## src/rtl/tinker_mem_pkg.sv

```systemverilog
// Shared definitions for the memory port arbiter: FSM states, transaction
// owner and the default timing parameters.
package tinker_mem_pkg;

   // Transaction phases; one transaction is outstanding at a time.
   typedef enum logic [1:0] {
      IDLE  = 2'd0,
      ISSUE = 2'd1,
      WAIT  = 2'd2,
      RESP  = 2'd3
   } arb_state_e;

   // Which requester owns the transaction in flight.
   typedef enum logic {
      OWN_IF = 1'b0,
      OWN_D  = 1'b1
   } owner_e;

   localparam int LAT_DEFAULT        = 2;
   localparam int STARVE_MAX_DEFAULT = 4;

endpackage

```

## src/rtl/mem_arb_select.sv

```systemverilog
// Combinational priority decision between the fetch and data requesters.
// Data wins by default; fetch wins a contested cycle once it has been
// passed over STARVE_MAX times in a row.
module mem_arb_select
   import tinker_mem_pkg::*;
#(
   parameter int STARVE_MAX = STARVE_MAX_DEFAULT
) (
   input  logic       if_valid,
   input  logic       d_valid,
   input  logic [2:0] starve_cnt,
   output logic       grant_if,
   output logic       grant_d
);

   localparam logic [2:0] STARVE_LIM = 3'(STARVE_MAX);

   // Pick at most one winner from the currently valid requests.
   always_comb begin
      grant_if = 1'b0;
      grant_d  = 1'b0;
      if (if_valid && d_valid) begin
         if (starve_cnt == STARVE_LIM) begin
            grant_if = 1'b1;
         end else begin
            grant_d = 1'b1;
         end
      end else if (d_valid) begin
         grant_d = 1'b1;
      end else if (if_valid) begin
         grant_if = 1'b1;
      end else begin
         grant_if = 1'b0;
         grant_d  = 1'b0;
      end
   end

endmodule

```

## src/rtl/mem_port_arbiter.sv

```systemverilog
// Shares one fixed-latency memory port between an instruction-fetch and a
// data requester. One transaction in flight: accept in IDLE, one-cycle
// strobe in ISSUE, LAT cycles in WAIT, one-cycle response pulse in RESP.
module mem_port_arbiter
   import tinker_mem_pkg::*;
#(
   parameter int LAT        = LAT_DEFAULT,
   parameter int STARVE_MAX = STARVE_MAX_DEFAULT
) (
   input  logic        clk,
   input  logic        reset,
   input  logic        if_req_valid,
   output logic        if_req_ready,
   input  logic [63:0] if_addr,
   output logic        if_resp_valid,
   output logic [31:0] if_resp_data,
   input  logic        d_req_valid,
   output logic        d_req_ready,
   input  logic        d_we,
   input  logic [63:0] d_addr,
   input  logic [63:0] d_wdata,
   output logic        d_resp_valid,
   output logic [63:0] d_resp_data,
   output logic        mem_en,
   output logic        mem_we,
   output logic [63:0] mem_addr,
   output logic [63:0] mem_wdata,
   input  logic [63:0] mem_rdata
);

   // WAIT counts down from LAT-1 to 0; capture happens on the zero cycle.
   localparam logic [2:0] WAIT_LAST = 3'(LAT - 1);

   arb_state_e state_r;
   owner_e     owner_r;
   logic       we_r;
   logic [2:0] starve_cnt_r;
   logic [2:0] wait_cnt_r;
   logic       grant_if_s;
   logic       grant_d_s;

   mem_arb_select #(
      .STARVE_MAX (STARVE_MAX)
   ) u_select (
      .if_valid   (if_req_valid),
      .d_valid    (d_req_valid),
      .starve_cnt (starve_cnt_r),
      .grant_if   (grant_if_s),
      .grant_d    (grant_d_s)
   );

   // Ready goes only to the winner, only in IDLE, and never while in reset.
   always_comb begin
      if_req_ready = 1'b0;
      d_req_ready  = 1'b0;
      if (reset && (state_r == IDLE)) begin
         if_req_ready = grant_if_s;
         d_req_ready  = grant_d_s;
      end else begin
         if_req_ready = 1'b0;
         d_req_ready  = 1'b0;
      end
   end

   // Transaction FSM with request latches, starvation counter and
   // registered memory/response outputs.
   always_ff @(posedge clk or negedge reset) begin
      if (!reset) begin
         state_r       <= IDLE;
         owner_r       <= OWN_IF;
         we_r          <= 1'b0;
         starve_cnt_r  <= 3'd0;
         wait_cnt_r    <= 3'd0;
         mem_en        <= 1'b0;
         mem_we        <= 1'b0;
         mem_addr      <= 64'd0;
         mem_wdata     <= 64'd0;
         if_resp_valid <= 1'b0;
         if_resp_data  <= 32'd0;
         d_resp_valid  <= 1'b0;
         d_resp_data   <= 64'd0;
      end else begin
         case (state_r)
            IDLE: begin
               if (grant_if_s) begin
                  owner_r      <= OWN_IF;
                  we_r         <= 1'b0;
                  mem_addr     <= if_addr;
                  mem_wdata    <= 64'd0;
                  mem_we       <= 1'b0;
                  mem_en       <= 1'b1;
                  starve_cnt_r <= 3'd0;
                  state_r      <= ISSUE;
               end else if (grant_d_s) begin
                  owner_r      <= OWN_D;
                  we_r         <= d_we;
                  mem_addr     <= d_addr;
                  mem_wdata    <= d_we ? d_wdata : 64'd0;
                  mem_we       <= d_we;
                  mem_en       <= 1'b1;
                  // Only a data win over a waiting fetch counts as starvation.
                  starve_cnt_r <= if_req_valid ? (starve_cnt_r + 3'd1) : 3'd0;
                  state_r      <= ISSUE;
               end else begin
                  state_r <= IDLE;
               end
            end
            ISSUE: begin
               mem_en     <= 1'b0;
               mem_we     <= 1'b0;
               mem_wdata  <= 64'd0;
               wait_cnt_r <= WAIT_LAST;
               state_r    <= WAIT;
            end
            WAIT: begin
               if (wait_cnt_r == 3'd0) begin
                  if (owner_r == OWN_IF) begin
                     if_resp_valid <= 1'b1;
                     if_resp_data  <= mem_rdata[31:0];
                  end else begin
                     d_resp_valid <= 1'b1;
                     d_resp_data  <= we_r ? 64'd0 : mem_rdata;
                  end
                  state_r <= RESP;
               end else begin
                  wait_cnt_r <= wait_cnt_r - 3'd1;
               end
            end
            RESP: begin
               if_resp_valid <= 1'b0;
               d_resp_valid  <= 1'b0;
               state_r       <= IDLE;
            end
            default: begin
               mem_en        <= 1'b0;
               mem_we        <= 1'b0;
               if_resp_valid <= 1'b0;
               d_resp_valid  <= 1'b0;
               state_r       <= IDLE;
            end
         endcase
      end
   end

endmodule

```

## config.mk

```make
export PLATFORM = sky130hd
export DESIGN_NAME = mem_port_arbiter
export DESIGN_NICKNAME = d
export VERILOG_FILES = /design/src/rtl/tinker_mem_pkg.sv /design/src/rtl/mem_arb_select.sv /design/src/rtl/mem_port_arbiter.sv
export SDC_FILE = /design/constraint.sdc
export NUM_CORES = 1
export LEC_CHECK = 0
export BUFFER_PORTS_ARGS = -buffer_cell sky130_fd_sc_hd__buf_2
export CAP_MARGIN = 20
export CORE_AREA = 2 2 192 194
export CTS_BUF_LIST = sky130_fd_sc_hd__clkbuf_4 sky130_fd_sc_hd__clkbuf_8
export DETAILED_ROUTE_END_ITERATION = 8
export DIE_AREA = 0 0 194 196
export GPL_ROUTABILITY_DRIVEN = 0
export SLEW_MARGIN = 0
export SYNTH_ARGS = -nofsm -noshare
export SYNTH_HDL_FRONTEND = slang
export SYNTH_SLANG_ARGS = --single-unit
```

## constraint.sdc

```tcl
create_clock -name clk -period 3.5 [get_ports clk]
set_clock_uncertainty 0.2 [all_clocks]
set_input_delay 0.7 -clock clk [delete_from_list [all_inputs] [get_ports clk]]
set_output_delay 0.7 -clock clk [all_outputs]
set_load 0.005 [all_outputs]
```

==> results.md <==
- Max-slew headroom: 45.69%
- Synth cell types: 36
- Latest clock arrival within the worst-skew pair: ~0.55 ns
- CTS buffer count: between 40 and 50
- Hold path start: d_wdata[45]
- Routed WL: 33.17 mm
- Clock power share: 24.2%
- Status: completed
- Max clock buf depth: 3
- CP Capture Type: primary output
- Pleak: roughly 7 nW
- Worst path required time: 2.60 ns
- Power Internal: about 8.1 mW
- NetSw: 4.392 mW
- FP Rows: 70
- Dpl hpwl: 23.25 mm
- Initial DRT Pass Iterations: 5
- Gr usage total: between 15 and 20%
- Die Area: 38020 µm²
- Combinational Power Share: roughly 37%
- Area grow syn2layout: 38.95%
- WL per Instance: 17.46 µm
- Die Y: 196 µm
- Overflow after GRT: 0
- Worst stage delay on the critical path: 0.52 ns
- Reg2reg path depth: 6
- Power Density: about 890 nW/µm²
- Slew @ Worst Pin: 0.8146 ns
- Via count: 8957
- Slowest cell on the critical path: ha_2
- R2r endpoint: mem_wdata[14]
- Crit-path cells: inv_1 > ha_2 > nand3_1 > a31oi_1 > buf_2
- Slew Limit Fails: 0
- Count of state elements after synthesis: approximately 240
- Number of synthesized flops with an enable pin: 0
- Fin worst setup slack: 0.5394 ns
- TritonCTS clock tree: yes
- Detailed-route vias per instance: between 4 and 5
- Startpoint types: flop
- Asr flop ratio synth: between 90% and 100%
- Critical path class: reg -> out
- Buf/Inv on CP: 2
- Post-synth top cells: dfrtp_1 (238), nand2_1 (197), nand2b_1 (67)
- R2R Setup Slk: 1.06 ns
- Clk sinks: 238
- Setup violators final: 0
- Die X: 194 µm
- Reg clk slew, reported paths: 0.06 ns
- Total of max-cap violations: 0
- Top-count cell post-synth: dfrtp_1
- Final hold vios: 0
- Post-CTS Resized: 0
- Final #Nets: approximately 1700
- Synth top area cells: dfrtp_1 (59%), nand2_1 (7.4%), a22o_1 (5.7%)
- Design area: 13980 µm²
- Post-Syn Nets: 1199
- # fillers: 3632
- Switching share of power: around a third
- DR iter-0 viols: 421
- FF/Latch Area: 5956 µm²
- Core ar.: approximately 36000 µm²
- Area leader, netlist: dfrtp_1
- Global-route wire length before repair: 51.58 mm
- Port buffer count: 490
- Final min period: 2.961 ns
- Mapped Area: 10060 µm²
- # DRC: 0
- Dpl ws: between 0.9 and 1 ns
- Dpl cell area: 12940 µm²
- I/O pin total: 491
- Most common flop cell mapped by yosys: dfrtp_1
- Root Buffer: clkbuf_8
- Maximum number of pins on one net before global-route repair: 135
- Sequential area share after synthesis: 59.21%
- Post-route setup TNS: 0 ns
- Syn_area_per_cell: ~11 µm²
- Initial antenna violation count: 3
- Post-DRT Antenna Nets: 0
- Vias in the first global route: just over 9000
- Hold depth: 2
- Fmax: roughly 340 MHz
- Worst min path class: in -> reg
- Area share of the leading cell type in the synthesized netlist: 59.21%
- Final core occ: 38.73%
- Tcrit/Tclk final: a little over four fifths
- Unrepaired setup endpoints after global routing: false
- Area of the multi-input gates: about 3700 µm²
- CP top delay family: adder cells
- Hold endpoint: mem_wdata[45]
- Ratio of cells with drive above 1 in the final layout: 43.92%
- VDD IR max: ~0.37 mV
- Starting density of the core: 27.87%
- CP arrival: 2.06 ns
- Syn. warnings: 0
- Maximum fanout along the worst path: 23
- Htree depth: 2
- N_diodes: 0
- Seq pwr share: 38.4%
- Syn Inst Count: 930
- Reg-to-reg startpoint: state_r[0]
## power groups by stage
stage	sequential (mW)	clock [mW]	combinational (mW)
6_report	4.78	3.02	4.65
5_1_grt	4.95	3.25	5.19
4_1_cts	4.79	3.13	4.75
3_5_place_dp	4.80	0	4.76
3_3_place_gp	4.77	0	4.66
2_1_floorplan	4.85	0	2.36
## worst max-delay path by stage
stage / start / endpoint / slack (ns) / cells after the start
after floorplan: state_r[0] / d_req_ready / 1.01 / 7
after global placement: d_req_valid / if_req_ready / 0.94 / 5
after CTS: state_r[0] / d_req_ready / 0.45 / 5
after global routing: state_r[0] / d_req_ready / 0.34 / 5
after detailed placement: d_req_valid / if_req_ready / 0.94 / 5
final: state_r[0] / d_req_ready / 0.54 / 5
## per-layer routing
| layer | up-vias | routed length (µm) | track usage, % |
|---|---|---|---|
| li1 | 4240 | - | - |
| met1 | 4226 | 13310 | 20.68 |
| met2 | 420 | 16180 | 28.59 |
| met3 | 67 | 2654 | 4.642 |
| met4 | 4 | 1004 | 6.397 |
| met5 | - | 23 | 0 |
## placed cells by master, fill, tap and decap left out, drive strengths merged
| cell type | count |
|---|---|
| buf | 506 |
| dfrtp | 238 |
| nand2 | 197 |
| clkbuf | 72 |
| nand2b | 67 |
| o21ai | 67 |
| a22o | 66 |
| nand4 | 64 |
| o211ai | 64 |
| mux2 | 35 |
| inv | 10 |
| ha | 8 |
| a21oi | 4 |
| clkinv | 4 |
| nand3b | 3 |
| nor2 | 3 |
| a31oi | 2 |
| a32o | 2 |
| o2bb2ai | 2 |
| mux2i | 2 |
| bufinv | 2 |
| nand3 | 1 |
| a21bo | 1 |
| and2 | 1 |
| and3 | 1 |
| nand4b | 1 |
| o21a | 1 |
| a2111oi | 1 |
| a31o | 1 |
| o21bai | 1 |
| o31ai | 1 |
| o22ai | 1 |
| nor3b | 1 |
| a21o | 1 |
| dlygate4sd3 | 1 |
## registers in the layout, summed over array words and instances, names as in the netlist
| name | flops |
|---|---|
| wait_cnt_r | 3 |
| d_resp_valid | 1 |
| we_r | 1 |
| if_resp_data | 32 |
| mem_en | 1 |
| mem_addr | 64 |
| state_r | 2 |
| owner_r | 1 |
| d_resp_data | 64 |
| starve_cnt_r | 3 |
| if_resp_valid | 1 |
| mem_we | 1 |
| mem_wdata | 64 |
## final cells by class
| type | count | share of cell area [%] |
|---|---|---|
| Inverter | 9 | 0.2417 |
| Sequential cell | 238 | 42.61 |
| Tap cell | 468 | 4.190 |
| Clock inverter | 7 | 0.6804 |
| Timing Repair Buffer | 507 | 19.00 |
| Clock buffer | 72 | 6.643 |
| Multi-Input combinational cell | 599 | 26.63 |
## cell families after synthesis
logic type | count (synthesis) | share of synthesized area, %
buffers and inverters | 93 | 4.093
adder cells (fa/ha/maj) | 8 | 0.9952
AND/OR/NAND/NOR | 339 | 16.17
multiplexers | 37 | 4.117
AO/OA/AOI/OAI | 215 | 15.41
flip-flops | 238 | 59.21
## timing repair
action / CTS / global route
hold buffers: 1 / 0
setup buffers: 0 / 0
endpoints found under the hold margin: 26 / 0
setup endpoints to repair: 0 / 0
## per-stage QoR
| stage | std cells | hold slack (ns) | power [mW] |
|---|---|---|---|
| final | 1900 | 0.1573 | 12.45 |
| after global routing | 1900 | 0.1175 | 13.39 |
| after CTS | 1900 | 0.09933 | 12.67 |
| after detailed placement | 1820 | 0.2496 | 9.567 |
| after global placement | 1820 | 0.2449 | 9.423 |
| after floorplan | 930 | 0.2044 | 7.213 |
Note: power is estimated with default switching activity, not from simulation.
